===== src/rtl/snitch_lsu_mem_adapter.sv =====
// snitch_lsu_mem_adapter: bridges the Snitch LSU ID-tagged channel to a TCDM req/gnt port,
// replaying transaction IDs on responses and buffering responses across LSU stalls.
// Optional same-cycle response bypass: define SNITCH_LSU_MEM_ADAPTER_BYPASS_EN.
module snitch_lsu_mem_adapter #(
  parameter int unsigned NumOutstanding = 4,
  parameter int unsigned IdWidth = (NumOutstanding > 1) ? $clog2(NumOutstanding) : 1
) (
  input  logic               clk_i,
  input  logic               rst_ni,
  input  logic [31:0]        data_qaddr_i,
  input  logic               data_qwrite_i,
  input  logic [3:0]         data_qamo_i,
  input  logic [31:0]        data_qdata_i,
  input  logic [3:0]         data_qstrb_i,
  input  logic [IdWidth-1:0] data_qid_i,
  input  logic               data_qvalid_i,
  output logic               data_qready_o,
  output logic [31:0]        data_pdata_o,
  output logic               data_perror_o,
  output logic [IdWidth-1:0] data_pid_o,
  output logic               data_pvalid_o,
  input  logic               data_pready_i,
  output logic               mem_req_o,
  input  logic               mem_gnt_i,
  output logic [31:0]        mem_addr_o,
  output logic               mem_we_o,
  output logic [3:0]         mem_amo_o,
  output logic [31:0]        mem_wdata_o,
  output logic [3:0]         mem_be_o,
  input  logic               mem_rvalid_i,
  input  logic [31:0]        mem_rdata_i,
  input  logic               mem_err_i
);
  localparam int unsigned CntW = $clog2(NumOutstanding + 1);
  localparam logic [CntW-1:0] MaxCnt = CntW'(NumOutstanding);
  localparam logic [IdWidth-1:0] LastPtr = IdWidth'(NumOutstanding - 1);

  logic [CntW-1:0]    cnt_q, cnt_d, rsp_cnt;
  logic               credit_ok, grant, hs, bypass;
  logic [IdWidth-1:0] id_q [NumOutstanding];
  logic [IdWidth-1:0] id_wptr_q, id_rptr_q;
  logic [32:0]        rsp_q [NumOutstanding];
  logic [IdWidth-1:0] rsp_wptr_q, rsp_wptr_d, rsp_rptr_q, rsp_rptr_d;
  logic               rsp_full_q, rsp_full_d, rsp_empty, rsp_push, rsp_pop;
  logic [32:0]        head;

  function automatic logic [IdWidth-1:0] inc(input logic [IdWidth-1:0] p);
    return (p == LastPtr) ? '0 : p + 1'b1;
  endfunction

  assign credit_ok     = cnt_q < MaxCnt;
  assign mem_req_o     = data_qvalid_i & credit_ok;
  assign data_qready_o = mem_gnt_i & credit_ok;
  assign grant         = mem_req_o & mem_gnt_i;
  assign hs            = data_pvalid_o & data_pready_i;
  assign cnt_d         = cnt_q + CntW'(grant) - CntW'(hs);

  assign mem_addr_o  = data_qaddr_i;
  assign mem_we_o    = data_qwrite_i;
  assign mem_amo_o   = data_qamo_i;
  assign mem_wdata_o = data_qdata_i;
  assign mem_be_o    = data_qstrb_i;

  assign rsp_empty = (rsp_wptr_q == rsp_rptr_q) & ~rsp_full_q;
`ifdef SNITCH_LSU_MEM_ADAPTER_BYPASS_EN
  assign bypass = rsp_empty & mem_rvalid_i;
`else
  assign bypass = 1'b0;
`endif
  assign head          = bypass ? {mem_rdata_i, mem_err_i} : rsp_q[rsp_rptr_q];
  assign data_pvalid_o = ~rsp_empty | bypass;
  assign data_pdata_o  = head[32:1];
  assign data_perror_o = head[0];
  assign data_pid_o    = id_q[id_rptr_q];

  // A bypassed response that the LSU takes immediately never enters the FIFO.
  assign rsp_push   = mem_rvalid_i & ~(bypass & data_pready_i);
  assign rsp_pop    = ~rsp_empty & data_pready_i;
  assign rsp_wptr_d = rsp_push ? inc(rsp_wptr_q) : rsp_wptr_q;
  assign rsp_rptr_d = rsp_pop ? inc(rsp_rptr_q) : rsp_rptr_q;
  assign rsp_full_d = (rsp_push & ~rsp_pop) ? (rsp_wptr_d == rsp_rptr_q) :
                      (rsp_pop & ~rsp_push) ? 1'b0 : rsp_full_q;

  // Track how many responses sit in the FIFO, to detect unsolicited rvalid.
  assign rsp_cnt = rsp_full_q ? MaxCnt :
                   (rsp_wptr_q >= rsp_rptr_q) ? CntW'(rsp_wptr_q - rsp_rptr_q) :
                   MaxCnt - CntW'(rsp_rptr_q) + CntW'(rsp_wptr_q);

  // Credit counter: granted transactions not yet accepted by the LSU.
  always_ff @(posedge clk_i or negedge rst_ni) begin
    if (!rst_ni) cnt_q <= '0;
    else cnt_q <= cnt_d;
  end

  // ID FIFO: capture the LSU ID on grant, release it on the response handshake.
  always_ff @(posedge clk_i or negedge rst_ni) begin
    if (!rst_ni) begin
      for (int unsigned i = 0; i < NumOutstanding; i++) id_q[i] <= '0;
      id_wptr_q <= '0;
      id_rptr_q <= '0;
    end else begin
      if (grant) begin
        id_q[id_wptr_q] <= data_qid_i;
        id_wptr_q       <= inc(id_wptr_q);
      end
      if (hs) id_rptr_q <= inc(id_rptr_q);
    end
  end

  // Response FIFO: holds memory responses until the LSU is ready for them.
  always_ff @(posedge clk_i or negedge rst_ni) begin
    if (!rst_ni) begin
      for (int unsigned i = 0; i < NumOutstanding; i++) rsp_q[i] <= '0;
      rsp_wptr_q <= '0;
      rsp_rptr_q <= '0;
      rsp_full_q <= 1'b0;
    end else begin
      if (rsp_push) rsp_q[rsp_wptr_q] <= {mem_rdata_i, mem_err_i};
      rsp_wptr_q <= rsp_wptr_d;
      rsp_rptr_q <= rsp_rptr_d;
      rsp_full_q <= rsp_full_d;
    end
  end

  a_no_unsolicited_rvalid: assert property (@(posedge clk_i) disable iff (!rst_ni)
    mem_rvalid_i |-> (cnt_q > rsp_cnt));
endmodule


===== config.mk =====
export PLATFORM = sky130hd
export DESIGN_NAME = snitch_lsu_mem_adapter
export DESIGN_NICKNAME = d
export VERILOG_FILES = /design/src/rtl/snitch_lsu_mem_adapter.sv
export SDC_FILE = /design/constraint.sdc
export NUM_CORES = 1
export LEC_CHECK = 0
export ABC_AREA = 1
export CAP_MARGIN = 0
export CORE_MARGIN = 2
export CORE_UTILIZATION = 35
export DETAILED_ROUTE_END_ITERATION = 10
export REMOVE_ABC_BUFFERS = 1
export SYNTH_ARGS = -nofsm -noshare
export SYNTH_HDL_FRONTEND = slang
export SYNTH_SLANG_ARGS = --single-unit

===== constraint.sdc =====
create_clock -name clk_i -period 6.5 [get_ports clk_i]
set_input_delay 1.95 -clock clk_i [delete_from_list [all_inputs] [get_ports clk_i]]
set_output_delay 1.95 -clock clk_i [all_outputs]
set_load 0.1 [all_outputs]

# Word-level counts from Yosys, hierarchy flattened
# Cells that the tools add are included.
[op_classes]
n_addsub = 6
magnitude_cmp = 7
eq_ne = 6
mux = 19
n_bitwise = 15
reduce_logical = 3
[ops]
columns = ["cell", "n"]
rows = [
  ["bitwise mux 132 bit", 1],
  ["two-way mux 33 bit", 3],
  ["binary-select mux 33 bit (select 2 bit)", 1],
  ["demux 33 bit (select 2 bit)", 1],
  ["two-way mux 2 bit", 8],
  ["greater-or-equal comparator 3 bit (second input constant)", 4],
  ["inverter 2 -> 3 bit", 4],
  ["adder 2 x 1 -> 2 bit (second input constant)", 4],
  ["bitwise mux 8 bit", 1],
  ["equality test 2 bit (second input constant)", 4],
  ["bitwise AND 1 bit", 7],
  ["less-than comparator 3 x 1 -> 1 bit (second input constant)", 2],
  ["binary-select mux 2 bit (select 2 bit)", 1],
  ["demux 2 bit (select 2 bit)", 1],
  ["equality test 2 bit", 2],
  ["inverter 1 bit", 4],
  ["adder 3 x 1 -> 3 bit", 1],
  ["less-than comparator 3 bit (second input constant)", 1],
  ["subtractor 3 x 1 -> 3 bit", 1],
  ["logical AND 1 bit", 2],
  ["two-way mux 1 bit", 2],
  ["nonzero test 2 bit", 1],
]
[word_totals]
regBits = 152
inputBits = 114
out_inout_bits = 111
wordCells = 70

# Longest topological paths before layout
[depth]
word_depth = 7
depth_mapped = 13
mapped_depth_nobuf = 12

# Least setup slack after synthesis
# Ideal clock, no wire load.
[synth_path]
path_kind = "input to output"
start = "input data_qvalid_i"
end = "output mem_req_o"
arrival_ns = 3.228
required_ns = 4.550
slack_ns = 1.322
path_stages = 2
n_path_buf = 0
cell_sequence = "inv_1 -> nor2_1"
[synth_between]
elab_chain_len = 1
[synth_rtl]
columns = ["element", "line", "rtl"]
rows = [
  ["from (decl)", "16", "input logic data_qvalid_i,"],
  ["bitwise AND 1 bit", "52", "assign mem_req_o = data_qvalid_i & credit_ok;"],
  ["to (decl)", "23", "output logic mem_req_o,"],
]
# No other way between the ends.

# Final worst setup path
[layout_path]
start = "register rsp_rptr_q[0]"
end = "output data_pdata_o[6]"
[layout_between]
elab_chain_len = 4
[layout_rtl]
columns = ["element", "line", "rtl"]
rows = [
  ["from (decl)", "43", "logic [IdWidth-1:0] rsp_wptr_q, rsp_wptr_d, rsp_rptr_q, rsp_rptr_d;"],
  ["from (signal assigned)", "120", "rsp_rptr_q <= rsp_rptr_d;"],
  ["inverter 2 -> 3 bit (not written as such)", "70", "assign head = bypass ? {mem_rdata_i, mem_err_i} : rsp_q[rsp_rptr_q];"],
  ["binary-select mux 33 bit (select 2 bit)", "70", ""],
  ["two-way mux 33 bit (not written as such) (2 in series)", "70", ""],
  ["to (decl)", "18", "output logic [31:0] data_pdata_o,"],
]
# No other way between the ends. The select of a mux whose other input is x is not followed.

==> summary.txt <==
Synth
  – Cells after synthesis: 857
  – Count of state elements after synthesis: 152
  – Compound-Gate Fraction of Synth Area: 17.9%
  – Xor/xnor share of the synthesized area: 0.232%
  – Warnings from Yosys: 0
  – Register area share after synthesis: 50.3%
  – Post-synthesis adder-cell area fraction: 2.42%
  – Simple-gate portion of the synthesized area: 13.8%
  – Post-Syn Area: 7560 um^2
  – Combinational family with the most area after synthesis: compound AO/OA/AOI/OAI gates
  – Asr flop ratio synth: 100%
  – Synth cell types: 26
  – Post-synthesis mux area share: 0%
  – Dominant synthesized flop cell: dfrtp_1
  – Yosys top cell area share: 50.3%
  – EDFF count, synth: 0
  – Syn_area_per_cell: 8.82 um^2
  – Synth area leader: dfrtp_1
  – Synth area leaders: dfrtp_1 (50%), o21ai_0 (11%), nand2_1 (8.5%)
  – Count leader, synth: nand2_1
  – Synth top cells by count: nand2_1 (171), o21ai_0 (159), dfrtp_1 (152)

Setup path
  – Crit path kind: register to output port
  – CP endpoint kind: output port
  – Startpoint Class: register
  – Cells along the critical path: buf_4, o21ai_0, o22ai_1, clkdlybuf4s50_1
  – Worst reg2reg path startpoint: rsp_rptr_q[0]
  – Worst R2R Path Depth: 12
  – Slowest cell delay on critical path: 1.19 ns
  – Cell family with most CP delay: buffers and inverters
  – R2R setup slack: 3.37 ns
  – Reg-to-reg endpoint: cnt_q[2]
  – Crit path DAT: 3.31 ns
  – Buffer and inverter count on the worst path: 2
  – Crit Path Max Fanout: 37
  – CP Data Required Time: 4.55 ns
  – CP max-delay cell: clkdlybuf4s50_1

GRT
  – Grt peak-use layer: met1
  – Gr ovfl total: 0
  – M1 GR Usage: 27.7%
  – GRT Util Overall: 19.9%
  – Vias in the first global route: 5,320
  – Met2 Usage GRT: 24.5%
  – Initial antenna violation count: 0
  – Largest net degree at the start of global routing: 73
  – First-pass GRT wire length: 33,300 um
  – Met3 GRT Util: 13.0%

Floorplan
  – Starting density of the core: 35.9%
  – Die extent in x: 151 um
  – Die ar.: 22,800 um^2
  – Placeable Area: 21,100 um^2
  – # rows: 53
  – Die height: 151 um
  – I/O Pins: 225

Timing
  – Fraction of the cycle the final worst path needs: 80.9%
  – Max_slew headroom: 34.2%
  – Tightest Pin Transition: 0.984 ns
  – Fin Setup TNS: 0 ns
  – Final setup skew: 0.00591 ns
  – RSZ-0062 raised after global routing: false
  – Maximum clock rate: 190 MHz
  – Slew Limit Fails: 0
  – # setup viols final: 0
  – Crit path time final: 5.26 ns
  – Final Hold Viols: 0

Place
  – Routability cong.: 0.724
  – DP Wirelength: 14,300 um
  – Port Buffers: 78

Cells and area
  – Fill count: 2,160
  – Inserted Diodes: 0
  – Final nets: 964
  – Layout cell share with drive strength beyond 1: 8.02%
  – P&R area growth vs syn: 11.0%

Drt
  – TritonRoute pass-1 iters: 4
  – Total number of vias: 5,609
  – Drt initial violations: 464
  – DR DRC count: 0
  – Routed len/inst: 19.5 um
  – Drt total wl: 21,900 um
  – ANT nets after route: 0
  – Via density per instance: 4.99

Clocking
  – Skew-Pair Late Insertion Delay: 0.42 ns
  – Clock Path Buffers: 2
  – Postcts setup bufs: 0
  – Clock transition at path regs: 0.06 ns
  – H-tree depth: 4
  – Hold Buf Count CTS: 0
  – CTS tree: done
  – CTS Buf Count: 17
  – Post-CTS Resized: 0
  – Clock sinks: 152
  – Clk root buf: clkbuf_16

Min path
  – Hold crit path type: register to register
  – Hold wc startpoint: rsp_q[85]
  – Hold path cells: 2
  – Hold path endpoint: rsp_q[85]

Job
  – Max-cap violations: 0

Status
  – Outcome: completed
through the flow:
stage / instances / utilization, % / hold slack, ns / setup WS, ns / instance area, um^2
floorplan: 733 / - / 0.448 / 1.32 / 6610
global placement: 1092 / 36.9 / 0.461 / 1.66 / 7780
detailed placement: 1092 / 36.9 / 0.462 / 1.66 / 7780
CTS: 1123 / 39.8 / 0.477 / 1.18 / 8390
global route: 1123 / 39.8 / 0.491 / 1.06 / 8390
finish: 1123 / 39.8 / 0.475 / 1.24 / 8390
how the worst max path moves through the flow:
stage | slack (ns) | cells after the start | endpoint | start
2_1_floorplan | 1.32 | 2 | mem_req_o | data_qvalid_i
3_5_place_dp | 1.66 | 4 | data_pdata_o[0] | rsp_rptr_q[0]
3_3_place_gp | 1.66 | 4 | data_pdata_o[0] | rsp_rptr_q[0]
5_1_grt | 1.06 | 4 | data_pdata_o[6] | rsp_rptr_q[0]
4_1_cts | 1.18 | 4 | data_pdata_o[0] | rsp_rptr_q[0]
6_report | 1.24 | 4 | data_pdata_o[6] | rsp_rptr_q[0]
cells in the final DEF, fill, tap and decap left out, drive strengths merged, types with 8 or more instances in the layout:
master and instances:
buf 9, clkbuf 22, clkdlybuf4s50 75, dfrtp 152, ha 13, inv 53, nand2 178, nand3 8
nor2 76, o21ai 212, o22ai 35
layout make-up:
cell class / instances / area (um^2) / share of cell area [%]
Multi-Input combinational cell: 527 / 2600 / 31.0
Timing Repair Buffer: 84 / 822 / 9.80
Clock inverter: 9 / 148 / 1.76
Inverter: 54 / 209 / 2.49
Sequential cell: 152 / 3810 / 45.4
Tap cell: 275 / 344 / 4.10
Clock buffer: 22 / 464 / 5.53
flip-flops by register name, summed over array words and instances (netlist names):
register    cells
cnt_q           3
id_q            8
id_rptr_q       2
id_wptr_q       2
rsp_full_q      1
rsp_q         132
rsp_rptr_q      2
rsp_wptr_q      2
logic make-up after synthesis:
family | after synthesis
AO/OA/AOI/OAI | 248
adder cells (fa/ha/maj) | 14
flip-flops | 152
AND/OR/NAND/NOR | 263
buffers and inverters | 178
XOR/XNOR | 2
worst reg2reg max path, delay by kind of cell (launching register included):
family / cells / cell delay, ns
simple gates: 4 / 0.53
fa+ha+maj: 3 / 0.84
buf+inv: 3 / 0.72
xor+xnor: 2 / 0.28
flops: 1 / 0.64
per-layer routing:
| layer | routed length (um) | up-vias |
|---|---|---|
| met5 | 214 | - |
| met4 | 163 | 6 |
| met3 | 2770 | 14 |
| met2 | 8390 | 227 |
| met1 | 10300 | 2683 |
| li1 | - | 2679 |
Power is left out: the tool's default activity adds up to more than one toggle a clock period on the data nets, which glitch-free logic cannot reach.
